[src/rtl/branch_predictor.sv]
// Direct-mapped BTB with per-entry 2-bit saturating counters for the fetch stage.
// Combinational lookup, one registered resolve-stage update per cycle, saturating mispredict counter.
module branch_predictor #(
  parameter int unsigned ENTRIES = 16,
  parameter int unsigned MODE    = 1,
  parameter int unsigned CNT_W   = 32
) (
  input  logic             CLK,
  input  logic             nRST,
  input  logic [31:0]      lookup_pc,
  output logic             predict_taken,
  output logic [31:0]      predict_target,
  input  logic             upd_valid,
  input  logic [31:0]      upd_pc,
  input  logic             upd_is_jump,
  input  logic             upd_taken,
  input  logic [31:0]      upd_target,
  input  logic             upd_pred_taken,
  input  logic [31:0]      upd_pred_target,
  output logic             mispredict,
  output logic [CNT_W-1:0] mispredict_count
);

  localparam int unsigned IDX_W = $clog2(ENTRIES);
  localparam int unsigned TAG_W = 32 - IDX_W - 2;

  logic             valid_q  [ENTRIES];
  logic [TAG_W-1:0] tag_q    [ENTRIES];
  logic [31:0]      target_q [ENTRIES];
  logic [1:0]       cnt_q    [ENTRIES];
  logic             jmp_q    [ENTRIES];
  logic [CNT_W-1:0] mcnt_q;
  logic [CNT_W-1:0] mcnt_d;

  logic [IDX_W-1:0] lk_idx;
  logic [TAG_W-1:0] lk_tag;
  logic             lk_hit;
  logic [IDX_W-1:0] upd_idx;
  logic [TAG_W-1:0] upd_tag;
  logic             upd_hit;

  logic             wr_en;
  logic             valid_d;
  logic [TAG_W-1:0] tag_d;
  logic [31:0]      target_d;
  logic [1:0]       cnt_d;
  logic             jmp_d;

  // Byte-offset bits of both PCs carry no information for word-aligned fetch.
  logic unused_pc_bits;
  assign unused_pc_bits = &{1'b0, lookup_pc[1:0], upd_pc[1:0]};

  assign lk_idx  = lookup_pc[IDX_W+1:2];
  assign lk_tag  = lookup_pc[31:IDX_W+2];
  assign upd_idx = upd_pc[IDX_W+1:2];
  assign upd_tag = upd_pc[31:IDX_W+2];
  assign lk_hit  = valid_q[lk_idx] && (tag_q[lk_idx] == lk_tag);
  assign upd_hit = valid_q[upd_idx] && (tag_q[upd_idx] == upd_tag);

  // Lookup reads the table as it stands; a same-cycle update is not bypassed.
  always_comb begin
    predict_taken = 1'b0;
    if (MODE != 0) begin
      predict_taken = lk_hit && (jmp_q[lk_idx] || cnt_q[lk_idx][1]);
    end
    predict_target = predict_taken ? target_q[lk_idx] : lookup_pc + 32'd4;
  end

  assign mispredict = upd_valid &&
                      ((upd_taken != upd_pred_taken) ||
                       (upd_taken && (upd_target != upd_pred_target)));

  assign mcnt_d = (mispredict && (mcnt_q != {CNT_W{1'b1}})) ? mcnt_q + CNT_W'(1) : mcnt_q;
  assign mispredict_count = mcnt_q;

  // Next contents of the entry addressed by upd_pc; written only when wr_en is set.
  always_comb begin
    wr_en    = 1'b0;
    valid_d  = valid_q[upd_idx];
    tag_d    = tag_q[upd_idx];
    target_d = target_q[upd_idx];
    cnt_d    = cnt_q[upd_idx];
    jmp_d    = jmp_q[upd_idx];
    if (upd_valid) begin
      if (upd_hit) begin
        wr_en = 1'b1;
        if (upd_taken) begin
          target_d = upd_target;
          cnt_d    = (cnt_q[upd_idx] == 2'b11) ? 2'b11 : cnt_q[upd_idx] + 2'd1;
        end else begin
          cnt_d    = (cnt_q[upd_idx] == 2'b00) ? 2'b00 : cnt_q[upd_idx] - 2'd1;
        end
        if (upd_is_jump) begin
          jmp_d = 1'b1;
          cnt_d = 2'b11;
        end
      end else if (upd_taken) begin
        wr_en    = 1'b1;
        valid_d  = 1'b1;
        tag_d    = upd_tag;
        target_d = upd_target;
        jmp_d    = upd_is_jump;
        cnt_d    = upd_is_jump ? 2'b11 : 2'b10;
      end
    end
  end

  always_ff @(posedge CLK or negedge nRST) begin
    if (!nRST) begin
      for (int i = 0; i < int'(ENTRIES); i++) begin
        valid_q[i]  <= 1'b0;
        tag_q[i]    <= '0;
        target_q[i] <= '0;
        cnt_q[i]    <= 2'b01;
        jmp_q[i]    <= 1'b0;
      end
      mcnt_q <= '0;
    end else begin
      if (wr_en) begin
        valid_q[upd_idx]  <= valid_d;
        tag_q[upd_idx]    <= tag_d;
        target_q[upd_idx] <= target_d;
        cnt_q[upd_idx]    <= cnt_d;
        jmp_q[upd_idx]    <= jmp_d;
      end
      mcnt_q <= mcnt_d;
    end
  end

endmodule

[config.mk]
export PLATFORM = sky130hd
export DESIGN_NAME = branch_predictor
export DESIGN_NICKNAME = d
export VERILOG_FILES = /design/src/rtl/branch_predictor.sv
export SDC_FILE = /design/constraint.sdc
export NUM_CORES = 2
export LEC_CHECK = 0
export BUFFER_PORTS_ARGS = -buffer_cell sky130_fd_sc_hd__buf_2
export CAP_MARGIN = 40
export CELL_PAD_IN_SITES_DETAIL_PLACEMENT = 1
export CELL_PAD_IN_SITES_GLOBAL_PLACEMENT = 2
export CORE_UTILIZATION = 29
export DETAILED_ROUTE_END_ITERATION = 16
export PLACE_DENSITY_LB_ADDON = 0.1
export REMOVE_ABC_BUFFERS = 1
export SLEW_MARGIN = 20
export SYNTH_ARGS = -nofsm -noshare
export SYNTH_HDL_FRONTEND = slang
export SYNTH_SLANG_ARGS = --single-unit
[constraint.sdc]
create_clock -name CLK -period 10.6 [get_ports CLK]
set_input_delay 2.65 -clock CLK [delete_from_list [all_inputs] [get_ports CLK]]
set_output_delay 2.65 -clock CLK [all_outputs]
set_load 0.02 [all_outputs]
==> impl_metrics.env <==
export IMPL_cp_slowest_cell="mux4_2"
export IMPL_arrival_ns=6.94
export IMPL_core_area_sq_um=195000
export IMPL_tritoncts="yes"
export IMPL_drive_gt1_frac=0.521
export IMPL_via_per_inst=5.39
export IMPL_synth_enable_flop_cells=0
export IMPL_holdPathStages=1
export IMPL_hp_start="mispredict_count[12]"
export IMPL_cts_buffers=137
export IMPL_vias=35800
export IMPL_crit_required_ns=7.95
export IMPL_final_max_slew_viol_count=0
export IMPL_nNetsFinal=4054
export IMPL_tns_ns=0
export IMPL_ir_drop_uv=149
export IMPL_cts_sinks=1024
export IMPL_crit_path_start="lookup_pc[2]"
export IMPL_synth_cell_type_count=72
export IMPL_cts_hold_buf=0
export IMPL_yosys_warnings=0
export IMPL_tightest_slew_ns=0.917
export IMPL_r2r_cells=11
export IMPL_rows=162
export IMPL_die_x_um=446
export IMPL_end_kind="primary output"
export IMPL_crit_chain="buf_8, buf_4, mux4_2, mux4_2, xnor2_1, nand4_1, nor4_1, nand3_1, inv_2, buf_12, nand2_1, o21ai_0, buf_2"
export IMPL_cts_setup_buffers=0
export IMPL_io_pins=200
export IMPL_synth_seq_area_share=0.449
export IMPL_overflow=0
export IMPL_detail_route_antenna_nets=0
export IMPL_min_path_type="reg -> reg"
export IMPL_place_congestion=0.769
export IMPL_die_area_sq_um=199000
export IMPL_drtIter0Drc=2072
export IMPL_ys_flop_type="dfrtp_1"
export IMPL_antenna_found_initial=5
export IMPL_grt_pass1_wl_um=313000
export IMPL_rsz0062_at_grt="false"
export IMPL_fin_crit_ns=9.59
export IMPL_synth_top_cells_by_area="dfrtp_1, mux4_2, mux2_2"
export IMPL_grt_usage=0.221
export IMPL_cp_start_kind="input port"
export IMPL_clockRootBuffer="clkbuf_16"
export IMPL_hold_end="mispredict_count[12]"
export IMPL_htree_levels=4
export IMPL_hold_violations=0
export IMPL_fill_cells=19900
export IMPL_reg2reg_from="tag_q[38]"
export IMPL_crit_top_cell="mux4_2"
export IMPL_ctsLongestPathBuffers=3
export IMPL_async_reset_ff_frac=1.00
export IMPL_cap_violations=0
export IMPL_drc_errors=0
export IMPL_yosys_area_top_type="dfrtp_1"
export IMPL_critPathKind="in -> out"
export IMPL_fin_crit_sh=0.905
export IMPL_fmax_ghz=0.104
export IMPL_maxSlewHeadroom=0.389
export IMPL_setup_viol=0
export IMPL_chipHeight_um=446
export IMPL_final_cell_mix="dfrtp_1, mux2_2, mux4_2"
export IMPL_final_cells=6649
export IMPL_io_buffers=197
export IMPL_status="complete, no violations"
export IMPL_multi_input_area_sq_um=29600
export IMPL_post_drt_wl_per_cell_um=32.6
export IMPL_start_util=0.292
export IMPL_clk_pin_slew_ns=0.05
export IMPL_r2r_slack_ns=5.49
export IMPL_area_growth_pct=15.9
export IMPL_netlist_instances=3773
export IMPL_cp_slowest_stage_delay_ns=0.58
export IMPL_synth_top_area_frac=0.442
export IMPL_reg2reg_to="target_q[452]"
export IMPL_drt_first_pass_iters=5
export IMPL_clock_skew_ns=0.0294
export IMPL_syn_mean_instance_area_sq_um=15.1
export IMPL_drt_total_wl_um=217000
export IMPL_grt_pass1_vias=39100
export IMPL_regArea_sq_um=25600
export IMPL_cts_resized=0
export IMPL_cellPowerDensity_nw_per_um2=183
export IMPL_grt_max_degree=134
export IMPL_clkLatencyLatePin_ns=0.79
export IMPL_worst_path_max_fanout=55
export IMPL_mostFrequentLayoutCell="dfrtp_1"
export IMPL_hpwl_um=137000
export IMPL_dp_cells=6399
export IMPL_power_leakage_uw=0.0286
export IMPL_yosys_register_bits=1024
export IMPL_netlist_area_sq_um=57100
-- power by group --
| group | total [uW] | internal [uW] | switching, uW | leakage [uW] |
|---|---|---|---|---|
| Clock | 4780 | 2870 | 1900 | 0.00228 |
| Sequential | 4960 | 4510 | 458 | 0.0137 |
| Combinational | 2380 | 1230 | 1150 | 0.0127 |
-- layout make-up --
type	count	area share
multi-input combinational	2377	0.448
sequential	1024	0.388
clock buffer	198	0.0619
tap	2624	0.0496
timing repair buffer	356	0.0436
clock inverter	44	0.00747
inverter	22	0.00129
antenna	4	0.000151
-- metal layers --
layer / track usage / part of all wire
met1: 0.307 / 0.46
met2: 0.368 / 0.49
met3: 0.0243 / 0.024
met4: 0.0527 / 0.022
met5: 0 / 0
-- cell families after synthesis --
group | count (synthesis) | share of synthesized area
compound gates | 236 | 0.0293
fa+ha+maj | 3 | 0.000614
xor+xnor | 139 | 0.0213
simple gates | 326 | 0.0327
buf+inv | 372 | 0.0324
mux | 1673 | 0.434
flops | 1024 | 0.449
-- synthesized netlist by cell type, drive strengths merged, types with 9 or more instances --
library cell,number
mux2,1032
dfrtp,1008
mux4,536
buf,189
clkbuf,161
mux2i,105
nand2,92
xnor2,78
xor2,61
o21ai,60
nand3,40
o31ai,35
nor2,33
a22oi,29
nor3,27
nand2b,24
nand4,23
inv,22
and3,21
or3,21
a21oi,18
o22ai,18
a32o,16
dfstp,16
nor4,15
o211ai,12
nor2b,9
-- through the flow --
step	utilization	total power [uW]	setup slack, ns	instance area, sq um	hold slack [ns]
global placement	0.313	7380	0.660	61100	0.472
floorplan	-	6390	1.58	55300	0.445
detailed placement	0.315	7440	0.828	61500	0.471
global route	0.339	12700	0.841	66100	0.503
finish	0.339	12100	1.01	66100	0.477
CTS	0.338	12300	0.815	66000	0.482
-- worst max path at each step --
stage                        end  slack (ns)
2_1_floorplan           jmp_q[1]        1.58
3_3_place_gp   predict_target[7]        0.66
3_5_place_dp   predict_target[7]        0.83
4_1_cts        predict_target[7]        0.82
5_1_grt        predict_target[7]        0.84
6_report       predict_target[8]        1.01
-- flip-flops by register name, indices dropped and copies added, names as in the netlist --
name,count
target_q,512
mispredict_count,32
valid_q,16
jmp_q,16
cnt_q,32
tag_q,416
-- critical path: cells and delay by family --
kind                   cells  cell delay [ns]
AO/OA/AOI/OAI              1             0.31
buffers and inverters      5             1.44
XOR/XNOR                   1             0.18
multiplexers               2             1.10
AND/OR/NAND/NOR            4             1.12
(Power assumes the default switching activity.)
